## src/rtl/sevenseg_pkg.sv

```systemverilog
// Shared constants, FSM state type and helpers for the seven-segment display driver.
package sevenseg_pkg;

   // Active-low segment patterns, bit order g..a
   localparam logic [6:0] SEG_BLANK = 7'h7F;
   localparam logic [6:0] SEG_DASH  = 7'b011_1111;

   // Binary-to-BCD converter states
   typedef enum logic {
      IDLE = 1'b0,
      CONV = 1'b1
   } conv_state_t;

   // Largest unsigned value that fits in n decimal digits: 10^n - 1
   function automatic logic [31:0] max_dec(input int n);
      logic [31:0] p;
      p = 32'd1;
      for (int k = 0; k < n; k++) begin
         p = p * 32'd10;
      end
      return p - 32'd1;
   endfunction

endpackage

```

## src/rtl/sevenseg_digit.sv

```systemverilog
// Combinational nibble to active-low seven-segment decoder (g..a).
module sevenseg_digit
   import sevenseg_pkg::*;
(
   input  logic [3:0] nibble,
   output logic [6:0] seg
);

   // Hex glyph lookup; upper-case A, C, E, F and lower-case b, d
   always_comb begin
      seg = SEG_BLANK;
      case (nibble)
         4'h0: seg = 7'b100_0000;
         4'h1: seg = 7'b111_1001;
         4'h2: seg = 7'b010_0100;
         4'h3: seg = 7'b011_0000;
         4'h4: seg = 7'b001_1001;
         4'h5: seg = 7'b001_0010;
         4'h6: seg = 7'b000_0010;
         4'h7: seg = 7'b111_1000;
         4'h8: seg = 7'b000_0000;
         4'h9: seg = 7'b001_0000;
         4'hA: seg = 7'b000_1000;
         4'hB: seg = 7'b000_0011;
         4'hC: seg = 7'b100_0110;
         4'hD: seg = 7'b010_0001;
         4'hE: seg = 7'b000_0110;
         4'hF: seg = 7'b000_1110;
         default: seg = SEG_BLANK;
      endcase
   end

endmodule

```

## src/rtl/sevenseg_display.sv

```systemverilog
// Multi-digit seven-segment driver: latches a written value and shows it as hex
// or as unsigned decimal (sequential shift-add-3 conversion), with leading-zero
// blanking, overflow dashes and whole-display blinking.
module sevenseg_display
   import sevenseg_pkg::*;
#(
   parameter int NDIGITS   = 6,
   parameter int BLINK_DIV = 25_000_000
)
(
   input  logic                   clock,
   input  logic                   resetn,
   input  logic                   wr_en,
   input  logic [4*NDIGITS-1:0]   wr_data,
   input  logic                   dec_mode,
   input  logic                   blank_lz,
   input  logic                   blink_en,
   output logic                   busy,
   output logic [7*NDIGITS-1:0]   hex_out
);

   localparam int W     = 4 * NDIGITS;
   localparam int CNT_W = $clog2(W);
   localparam int BLK_W = $clog2(BLINK_DIV);

   localparam logic [32:0]      MAX_VAL  = {1'b0, max_dec(NDIGITS)};
   localparam logic [CNT_W-1:0] LAST_BIT = CNT_W'(W - 1);
   localparam logic [BLK_W-1:0] LAST_BLK = BLK_W'(BLINK_DIV - 1);

   conv_state_t        state, state_next;
   logic [W-1:0]       disp, disp_next;
   logic               ovf, ovf_next;
   logic [CNT_W-1:0]   bit_cnt, bit_cnt_next;
   // Combined {bcd, binary} shift register; bcd in the upper half
   logic [2*W-1:0]     shift, shift_next;
   logic [2*W-1:0]     shift_adj;
   logic [2*W-1:0]     shift_rot;
   logic [W-1:0]       bcd_adj;
   logic               wr_too_big;

   logic [BLK_W-1:0]   blink_cnt;
   logic               phase;
   logic               blink_off;
   logic [NDIGITS-1:0] lz_blank;

   assign wr_too_big = (33'(wr_data) > MAX_VAL);
   assign busy       = (state == CONV);

   // Add-3 correction of every BCD nibble that is 5 or more
   generate
      for (genvar gi = 0; gi < NDIGITS; gi++) begin : g_adj
         logic [3:0] nib;
         assign nib = shift[W + 4*gi +: 4];
         assign bcd_adj[4*gi +: 4] = (nib >= 4'd5) ? (nib + 4'd3) : nib;
      end
   endgenerate

   // The shift is done as a rotate of the whole register: the bit leaving the
   // top BCD digit lands in the spent low binary bit, where it is never read.
   assign shift_adj = {bcd_adj, shift[W-1:0]};
   assign shift_rot = {shift_adj[2*W-2:0], shift_adj[2*W-1]};

   // Converter state and display/overflow registers
   always_ff @(posedge clock or negedge resetn) begin
      if (!resetn) begin
         state   <= IDLE;
         disp    <= '0;
         ovf     <= 1'b0;
         bit_cnt <= '0;
         shift   <= '0;
      end else begin
         state   <= state_next;
         disp    <= disp_next;
         ovf     <= ovf_next;
         bit_cnt <= bit_cnt_next;
         shift   <= shift_next;
      end
   end

   // Next-state: accept writes in IDLE, run exactly W shift-add-3 steps in CONV
   always_comb begin
      state_next   = state;
      disp_next    = disp;
      ovf_next     = ovf;
      bit_cnt_next = bit_cnt;
      shift_next   = shift;
      case (state)
         IDLE: begin
            if (wr_en) begin
               if (!dec_mode) begin
                  disp_next = wr_data;
                  ovf_next  = 1'b0;
               end else if (wr_too_big) begin
                  ovf_next  = 1'b1;
               end else begin
                  state_next   = CONV;
                  bit_cnt_next = '0;
                  shift_next   = {{W{1'b0}}, wr_data};
               end
            end
         end
         CONV: begin
            shift_next   = shift_rot;
            bit_cnt_next = bit_cnt + CNT_W'(1);
            if (bit_cnt == LAST_BIT) begin
               disp_next  = shift_rot[2*W-1:W];
               ovf_next   = 1'b0;
               state_next = IDLE;
            end
         end
         default: state_next = IDLE;
      endcase
   end

   // Blink timebase: counter and phase held at zero while blinking is disabled
   always_ff @(posedge clock or negedge resetn) begin
      if (!resetn) begin
         blink_cnt <= '0;
         phase     <= 1'b0;
      end else if (!blink_en) begin
         blink_cnt <= '0;
         phase     <= 1'b0;
      end else if (blink_cnt == LAST_BLK) begin
         blink_cnt <= '0;
         phase     <= ~phase;
      end else begin
         blink_cnt <= blink_cnt + BLK_W'(1);
      end
   end

   assign blink_off = blink_en & phase;

   // Leading-zero mask: blank zero digits from the top until the first nonzero
   always_comb begin
      logic lead;
      lz_blank = '0;
      lead     = blank_lz & ~ovf;
      for (int i = NDIGITS - 1; i >= 1; i--) begin
         if (disp[4*i +: 4] != 4'd0) begin
            lead = 1'b0;
         end
         lz_blank[i] = lead;
      end
   end

   // Per-digit decode and output priority: blink > dash > blank > glyph
   generate
      for (genvar gi = 0; gi < NDIGITS; gi++) begin : g_digit
         logic [6:0] seg;
         sevenseg_digit u_digit (
            .nibble (disp[4*gi +: 4]),
            .seg    (seg)
         );
         assign hex_out[7*gi +: 7] = blink_off    ? SEG_BLANK :
                                     ovf          ? SEG_DASH  :
                                     lz_blank[gi] ? SEG_BLANK : seg;
      end
   endgenerate

endmodule

```

## config.mk

```make
export PLATFORM = sky130hd
export DESIGN_NAME = sevenseg_display
export DESIGN_NICKNAME = d
export VERILOG_FILES = /design/src/rtl/sevenseg_pkg.sv /design/src/rtl/sevenseg_digit.sv /design/src/rtl/sevenseg_display.sv
export SDC_FILE = /design/constraint.sdc
export NUM_CORES = 1
export LEC_CHECK = 0
export ABC_AREA = 1
export ABC_CLOCK_PERIOD_IN_PS = 1600
export CAP_MARGIN = 20
export CORE_MARGIN = 1.5
export CORE_UTILIZATION = 59
export CTS_BUF_LIST = sky130_fd_sc_hd__clkbuf_8 sky130_fd_sc_hd__clkbuf_16
export DETAILED_ROUTE_END_ITERATION = 8
export DONT_BUFFER_PORTS = 1
export PLACE_DENSITY = 0.78
export SYNTH_ARGS = -nofsm -noshare
export SYNTH_HDL_FRONTEND = slang
export SYNTH_SLANG_ARGS = --single-unit
```

## constraint.sdc

```tcl
create_clock -name clock -period 1.6 [get_ports clock]
set_input_delay 0.32 -clock clock [delete_from_list [all_inputs] [get_ports clock]]
set_output_delay 0.32 -clock clock [all_outputs]
set_load 0.03 [all_outputs]
```

* Word-level counts from Yosys, hierarchy flattened
Memories as Yosys holds them, arrays and structs flattened. Cells that the tools add are included.
Storage, ports and cells: flip-flop bits (word level) 105, memories kept 6, bits in read-only memories 672
Memory list:
- (no name shown) | depth 16, width 7, read ports 1, clocked after Yosys merged registers in 0, wr ports 0, line sevenseg_digit.sv:12 | case (nibble)
- (no name shown) | depth 16, width 7, read ports 1, clocked after Yosys merged registers in 0, wr ports 0, line sevenseg_digit.sv:12
- (no name shown) | depth 16, width 7, read ports 1, clocked after Yosys merged registers in 0, wr ports 0, line sevenseg_digit.sv:12
- (no name shown) | depth 16, width 7, read ports 1, clocked after Yosys merged registers in 0, wr ports 0, line sevenseg_digit.sv:12
- (no name shown) | depth 16, width 7, read ports 1, clocked after Yosys merged registers in 0, wr ports 0, line sevenseg_digit.sv:12
- (no name shown) | depth 16, width 7, read ports 1, clocked after Yosys merged registers in 0, wr ports 0, line sevenseg_digit.sv:12
Operators by class: muxes and demuxes 54, add/subtract/negate cells 8, eq/ne operators 9, reduce and logical (&&, ||, !) cells 8, bitwise gates (word level) 5, order comparisons 7
Operator list (count):
- two-way mux 48 bit | 3
- two-way mux 7 bit | 17
- one-hot mux 48 bit (2 select lines) | 1
- two-way mux 24 bit | 3
- two-way mux 25 bit | 2
- one-hot mux 24 bit (2 select lines) | 1
- adder 25 x 1 -> 25 bit (second input constant) | 1
- equality test 25 bit (second input constant) | 1
- adder 4 x 2 -> 4 bit (second input constant) | 6
- greater-or-equal comparator 4 x 3 -> 1 bit (second input constant) | 6
- greater-than comparator 24 x 20 -> 1 bit (second input constant) | 1
- two-way mux 4 bit | 6
- nonzero test 4 bit | 5
- two-way mux 1 bit | 15
- two-way mux 5 bit | 3
- one-hot mux 5 bit (2 select lines) | 1
- AND reduction 3 bit | 3
- != test 2 bit (second input constant) | 4
- adder 5 x 1 -> 5 bit (second input constant) | 1
- equality test 5 bit (second input constant) | 1
- != test 2 x 1 -> 1 bit (second input constant) | 2
- one-hot mux 1 bit (2 select lines) | 2
- != test 3 bit (second input constant) | 1
- inverter 1 bit | 3
- bitwise AND 1 bit | 2

* Longest topological paths before layout
Gate-level depths: netlist of run 1.
depth in word-level cells 10, mapped depth 13, gate-level depth less buffers 12

* Modules after synthesis
A second synthesis of run 1 with hierarchy kept.
Unflattened totals: cells, all modules 1115, area total of the unflattened synthesis 7546.0 sq um
Modules (own cells, without submodules):
- sevenseg_display | times used 1, cells an instance 821, seq. area each 2627.5 sq um, area an instance 5901.9 sq um
- sevenseg_digit | times used 6, cells an instance 49, seq. area each 0.0 sq um, area an instance 274.0 sq um

* Worst setup path before layout of run 1
Ideal clock, no wire load.
kind register to output, start reg disp[20], end out hex_out[34], stages on the path, launching flop included 7, setup slack -0.581 ns, arrival 1.861 ns, data required time 1.280 ns, path through dfrtp_1 > inv_1 > ha_1 > nand4_1 > nor3_4 > nor3_1 > o21ai_0
On the way: longest elaborated chain between the ends 6
Ends and longest elaborated chain:
- from (decl) | line sevenseg_display.sv:31 | logic [W-1:0] disp, disp_next;
- from (signal assigned) | line sevenseg_display.sv:73 | disp <= disp_next;
- nonzero test 4 bit | line sevenseg_display.sv:139 | if (disp[4*i +: 4] != 4'd0) begin
- two-way mux 1 bit (2 in a row) | line sevenseg_display.sv:139
- two-way mux 7 bit | line sevenseg_display.sv:156 | lz_blank[gi] ? SEG_BLANK : seg;
- two-way mux 7 bit | line sevenseg_display.sv:155 | ovf ? SEG_DASH :
- two-way mux 7 bit | line sevenseg_display.sv:154 | assign hex_out[7*gi +: 7] = blink_off ? SEG_BLANK :
- to (decl) | line sevenseg_display.sv:19 | output logic [7*NDIGITS-1:0] hex_out
No other way between the ends.

* Final worst setup path of run 1
start reg disp[21], end out hex_out[32]
Same word-level chain as after synthesis.

==> impl_metrics.ini, run 1 <==
[placed_design]
dp.cells = 1269
placed_area_sq_um = 8580
io_buffers = 0
post-place-ws_ps = -327
finalWeightedCongestion = 0.887
dpl.hpwl_um = 13500

[drt]
routed_wl_um = 32600
firstDrtPassIters = 9
num_vias = 9096
drc_errors = 1
drtIter0Drc = 2002
ant_nets = 0
post_drt_wl_per_cell_um = 24.4
vias_per_cell = 6.80

[setup_path]
endpoint_kind = primary output
r2r_end = disp[9]
cp.depth = 8
crit_buf_inv = 3
r2r_slack_ps = -410
crit_family = simple AND/OR/NAND/NOR gates
cpMostUsedCell = buf_4
cp.arrival_ps = 2180
critical_path_required_ps = 1280
r2r-start = shift[32]
startpoint = disp[21]
path_class = reg2out
worst-r2r-cell-count = 9
slowest_stage = dfrtp_1
crit_chain = inv_2 -> ha_4 -> nand4_1 -> nor3_4 -> buf_4 -> nor2_2 -> o211ai_1 -> buf_4
cp_max_fo = 4
critPathCapture = hex_out[32]
worstSetupStartpointType = register
slowest_delay_ps = 420

[global_route]
grt_max_degree = 106
grt_first_pass_wirelength_um = 39300
grtUsageTotal_pct = 38.8
grt_pass1_vias = 7826
grt_overflow_total = 0
antenna_found_initial = 1

[timing]
tightest_slew_ps = 585
setup_ws_ps = -901
fin_crit_ps = 2500
period_share_pct = 156
slew_viol_final = 0
max_freq_mhz = 400
worst_hold_slack_ps = -377
max_slew_margin_pct = 60.6
rsz0062_at_grt = yes
setup_viol = 98
fin_skew_ps = 15.6
finalHoldViolCount = 105

[cells_and_area]
final_common_cell = nand2_1
fin_util_pct = 89.5
drive_gt1_share_pct = 38.7
syn2layout_area_growth_pct = 48.8
most-common-layout-cells = 263 x nand2_1, 154 x buf_4, 104 x inv_1
final_cells = 1338
design_area_sq_um = 10700
final_net_count = 1262

[yosys]
yosys_warnings = 0
synth_cells = 1010
ys.flop_type = dfrtp_1
synth_edf_count = 0
synth-async-reset-ratio_pct = 100
synth_fp_nets = 1087
ys_ff_latch = 105
seq_area_frac_synth_pct = 36.7
syn_area_per_cell_sq_um = 7.09
syn_area_sq_um = 7170
synth_cell_types = 45

[clocking]
clockBufferDepth = 2
insertion_delay_ps = 380
htreeDepth = 3
clock-sinks = 105
cts_tree = yes
cts.reportedPaths.clkPinSlew_ps = 90
cts_root_buf = clkbuf_16
cts-buffers-inserted = 9

[floorplanning]
die-width_um = 113
die_y_um = 113
rows = 40
fp.coreArea_sq_um = 11900
start_util_pct = 60.2
dieArea_sq_um = 12800
boundaryPins = 73

[min_path]
holdCritPathClass = in2async

[power_and_ir_drop]
leakage_nw = 5.08
vdd_drop_max_mv = 0.985
p_per_area_nw_per_um2 = 1290

[flow_run]
cap_violations = 0

[run_status]
status = finished, violations left
violations = DRC, hold timing, setup timing
## per-layer routing
metal	routed length (um)	track usage (%)	vias to the layer above
met3	4750	8.78	321
met4	2750	20.1	2
met1	11000	49.7	4127
met2	14100	61.9	1018
met5	11	0	-
li1	-	-	3628
## how the worst min path moves through the flow
stage                start           end  slack, ps  cells after the start
CTS                 resetn  blink_cnt[6]       -360                      0
floorplan           resetn    bit_cnt[0]         20                      0
detailed placement  resetn  blink_cnt[6]         30                      0
global placement    resetn  blink_cnt[4]         30                      0
global route        resetn      disp[21]       -380                      0
finish              resetn      disp[21]       -380                      0
## final cells by class
type,count,area [sq um]
multi-input cells,742,5270
fillers,469,1250
diodes,1,2.50
flip-flops and latches,105,2640
clock buffers,9,225
clock inverters,7,78.8
repair buffers,198,1770
inverters,129,499
well taps,147,184
## cell usage after synthesis (10+ instances only)
| cell type | n | area [sq um] |
|---|---|---|
| a31oi_1 | 25 | 156 |
| clkbuf_1 | 15 | 56.3 |
| a21oi_1 | 30 | 150 |
| nor3_1 | 34 | 170 |
| nand2_1 | 293 | 1100 |
| buf_2 | 15 | 75.1 |
| dfrtp_1 | 105 | 2630 |
| nor2_1 | 101 | 379 |
| xor2_1 | 10 | 87.6 |
| inv_1 | 122 | 458 |
| o21ai_0 | 56 | 280 |
| nand3_1 | 62 | 310 |
| ha_1 | 47 | 588 |
| o211ai_1 | 16 | 120 |
## sequential cells by signal, summed over array words and instances (netlist names)
name	count
busy	1
blink_cnt	25
ovf	1
phase	1
disp	24
bit_cnt	5
shift	48
## metrics by stage
stage	setup TNS, ps	power, mW
floorplan	-7280	7.09
global placement	-6760	8.78
detailed placement	-8970	8.97
CTS	-27940	11.8
global route	-46100	14.2
finish	-40810	13.7
## where the power goes
group	total [mW]	switching, mW	internal, mW
clock	2.44	1.20	1.23
sequential	4.00	0.677	3.32
combinational	7.26	4.47	2.80
## cells by family after synthesis
logic type / share of synthesized area [%]
and+or+nand+nor: 32.3
buffers and inverters: 9.27
xor gates and xnor gates: 1.34
DFF: 36.7
adders and majority gates: 8.21
AOI/OAI and AO/OA: 12.2
## repair_timing
action | in CTS | in global routing
hold endpoints to repair | 105 | 105
gates cloned | 4 | 1
pin swaps | 37 | 67
buffers inserted | 27 | 30
setup endpoints to repair | 69 | 123
resized for setup | 130 | 191
Note: power is estimated with default switching activity, not from simulation.
==> run 2, diff against run 1 <==
--- a/config.mk
+++ b/config.mk
@@ -6,14 +6,13 @@
 export NUM_CORES = 1
 export LEC_CHECK = 0
 export ABC_AREA = 1
-export ABC_CLOCK_PERIOD_IN_PS = 1600
+export ABC_CLOCK_PERIOD_IN_PS = 2650
 export CAP_MARGIN = 20
 export CORE_MARGIN = 1.5
-export CORE_UTILIZATION = 59
+export CORE_UTILIZATION = 58
 export CTS_BUF_LIST = sky130_fd_sc_hd__clkbuf_8 sky130_fd_sc_hd__clkbuf_16
 export DETAILED_ROUTE_END_ITERATION = 8
-export DONT_BUFFER_PORTS = 1
-export PLACE_DENSITY = 0.78
+export PLACE_DENSITY = 0.81
 export SYNTH_ARGS = -nofsm -noshare
 export SYNTH_HDL_FRONTEND = slang
 export SYNTH_SLANG_ARGS = --single-unit
==> constraint.sdc (replaced) <==
create_clock -name clock -period 2.65 [get_ports clock]
set_input_delay 0.53 -clock clock [delete_from_list [all_inputs] [get_ports clock]]
set_output_delay 0.53 -clock clock [all_outputs]
set_load 0.03 [all_outputs]
==> impl_metrics.ini, run 2 (synthesis gave the netlist of run 1 again) <==
[run_status]
status = completed

[cells_and_area]
top_regs = shift x48, blink_cnt x25, disp x24
max_flop_register = shift
final_common_cell = nand2_1
drive_gt1_share_pct = 13.1
most-common-layout-cells = 292 x nand2_1, 116 x inv_1, 104 x dfrtp_1
num_antenna_cells = 0
final_net_count = 1174
largest_reg_flops = 48
syn2layout_area_growth_pct = 18.4

[floorplanning]
dieArea_sq_um = 13000
die-width_um = 114
boundaryPins = 73
fp.coreArea_sq_um = 12000
die_y_um = 114
rows = 40
start_util_pct = 59.7

[flow_run]
cap_violations = 0

[timing]
rsz0062_at_grt = no
fin_skew_ps = 7.04
tightest_slew_ps = 580
slew_viol_final = 0
finalHoldViolCount = 0
setup_viol = 0
setup_ws_ps = 92.9
max_freq_mhz = 391
period_share_pct = 96.5
fin_crit_ps = 2560
max_slew_margin_pct = 61.3

[clocking]
clock-sinks = 105
ctsHoldBuffers = 0
htreeDepth = 3
cts.reportedPaths.clkPinSlew_ps = 70
clockBufferDepth = 2
cts-buffers-inserted = 9
insertion_delay_ps = 350
cts_root_buf = clkbuf_16
cts_tree = yes

[drt]
routed_wl_um = 17300
ant_nets = 0
vias_per_cell = 5.52
drtIter0Drc = 717
num_vias = 6896
post_drt_wl_per_cell_um = 13.9
firstDrtPassIters = 6
drc_errors = 0

[power_and_ir_drop]
p_per_area_nw_per_um2 = 752
finalPower_mw = 6.38
vdd_drop_max_mv = 0.589
leakage_nw = 4.24

[setup_path]
r2r-start = bit_cnt[0]
cp.arrival_ps = 2030
path_class = in2out
slowest_stage = clkdlybuf4s50_1
endpoint_kind = primary output
r2r_end = disp[21]
slowest_delay_ps = 480
r2r_slack_ps = 670
cp_max_fo = 2
worstSetupStartpointType = input port
worst-r2r-cell-count = 8
critical_path_required_ps = 2120
crit_chain = clkdlybuf4s50_1 -> nand4_1 -> nor3_4 -> nand4_2 -> nand2_1 -> dlygate4sd2_1

[global_route]
antenna_found_initial = 0
grt_pass1_vias = 6084
grt_max_degree = 49
grt_first_pass_wirelength_um = 29000
grt_overflow_total = 0
grtUsageTotal_pct = 27.7

[min_path]
holdCritPathClass = in2async

[placed_design]
post-place-ws_ps = -263
dpl.hpwl_um = 12800
io_buffers = 72
finalWeightedCongestion = 0.919
==> run 2: cell types whose count changed in the layout (fill, tap and decap cells not counted), moves of 16 or more <==
cell             previous run  this run
clkdlybuf4s50_1             0        29
nor3_1                     11        34
buf_4                     154        73
nor2_2                     27         3
nor2_1                     57        99
ha_1                       29        45
nor2_4                     21         3
nand2_1                   263       292
o21ai_0                    34        56
buf_6                      32         3
==> run 2: power breakdown <==
group | leakage (nW) | internal (mW) | switching [mW]
Combinational | 2.77 | 0.987 | 1.64
Clock | 0.161 | 0.802 | 0.574
Sequential | 1.31 | 2.01 | 0.368
Total | 4.24 | 3.80 | 2.58
==> run 2: layout make-up <==
| type | count | area, sq um |
|---|---|---|
| Clock buffer | 12 | 267 |
| Clock inverter | 4 | 42.5 |
| Fill cell | 965 | 3530 |
| Inverter | 129 | 484 |
| Multi-Input combinational cell | 741 | 3920 |
| Sequential cell | 105 | 2630 |
| Tap cell | 147 | 184 |
| Timing Repair Buffer | 111 | 956 |
==> run 2: critical path, delay by kind of cell <==
| kind | cells | cell delay, ps |
|---|---|---|
| buffers and inverters | 2 | 870 |
| and+or+nand+nor | 4 | 620 |
==> run 2: how the worst max path moves through the flow <==
| stage | to | slack [ps] | startpoint |
|---|---|---|---|
| floorplan | hex_out[34] | 260 | disp[20] |
| global placement | hex_out[40] | -250 | blink_en |
| detailed placement | hex_out[40] | -260 | blink_en |
| CTS | hex_out[12] | 5 | disp[21] |
| global route | hex_out[11] | 0.3 | disp[16] |
| finish | hex_out[7] | 90 | blank_lz |
==> run 2: routing by layer <==
| layer | vias up | share of wire, % | track usage (%) | routed length (um) |
|---|---|---|---|---|
| met5 | - | 0 | 0 | 0 |
| met4 | 0 | 1.5 | 7.83 | 256 |
| met3 | 21 | 6.3 | 4.39 | 1090 |
| met2 | 245 | 46 | 43.1 | 7940 |
| met1 | 3181 | 46 | 40.2 | 8060 |
| li1 | 3449 | - | - | - |
==> run 2: what timing repair did <==
| item | in CTS | in global routing |
|---|---|---|
| setup endpoints to repair | 12 | 24 |
| setup buffers | 0 | 3 |
| resized for setup | 8 | 20 |
| pin swaps | 1 | 2 |
==> run 2: through the flow <==
step	cells	utilization (%)	hold slack (ps)	TNS, ps	area, sq um
after floorplan	1010	-	234	0	7170
after global placement	1230	67.4	454	-741	8100
after detailed placement	1230	67.4	459	-850	8100
after CTS	1246	70.1	198	0	8420
after global routing	1249	70.6	227	0	8490
final	1249	70.6	170	0	8490
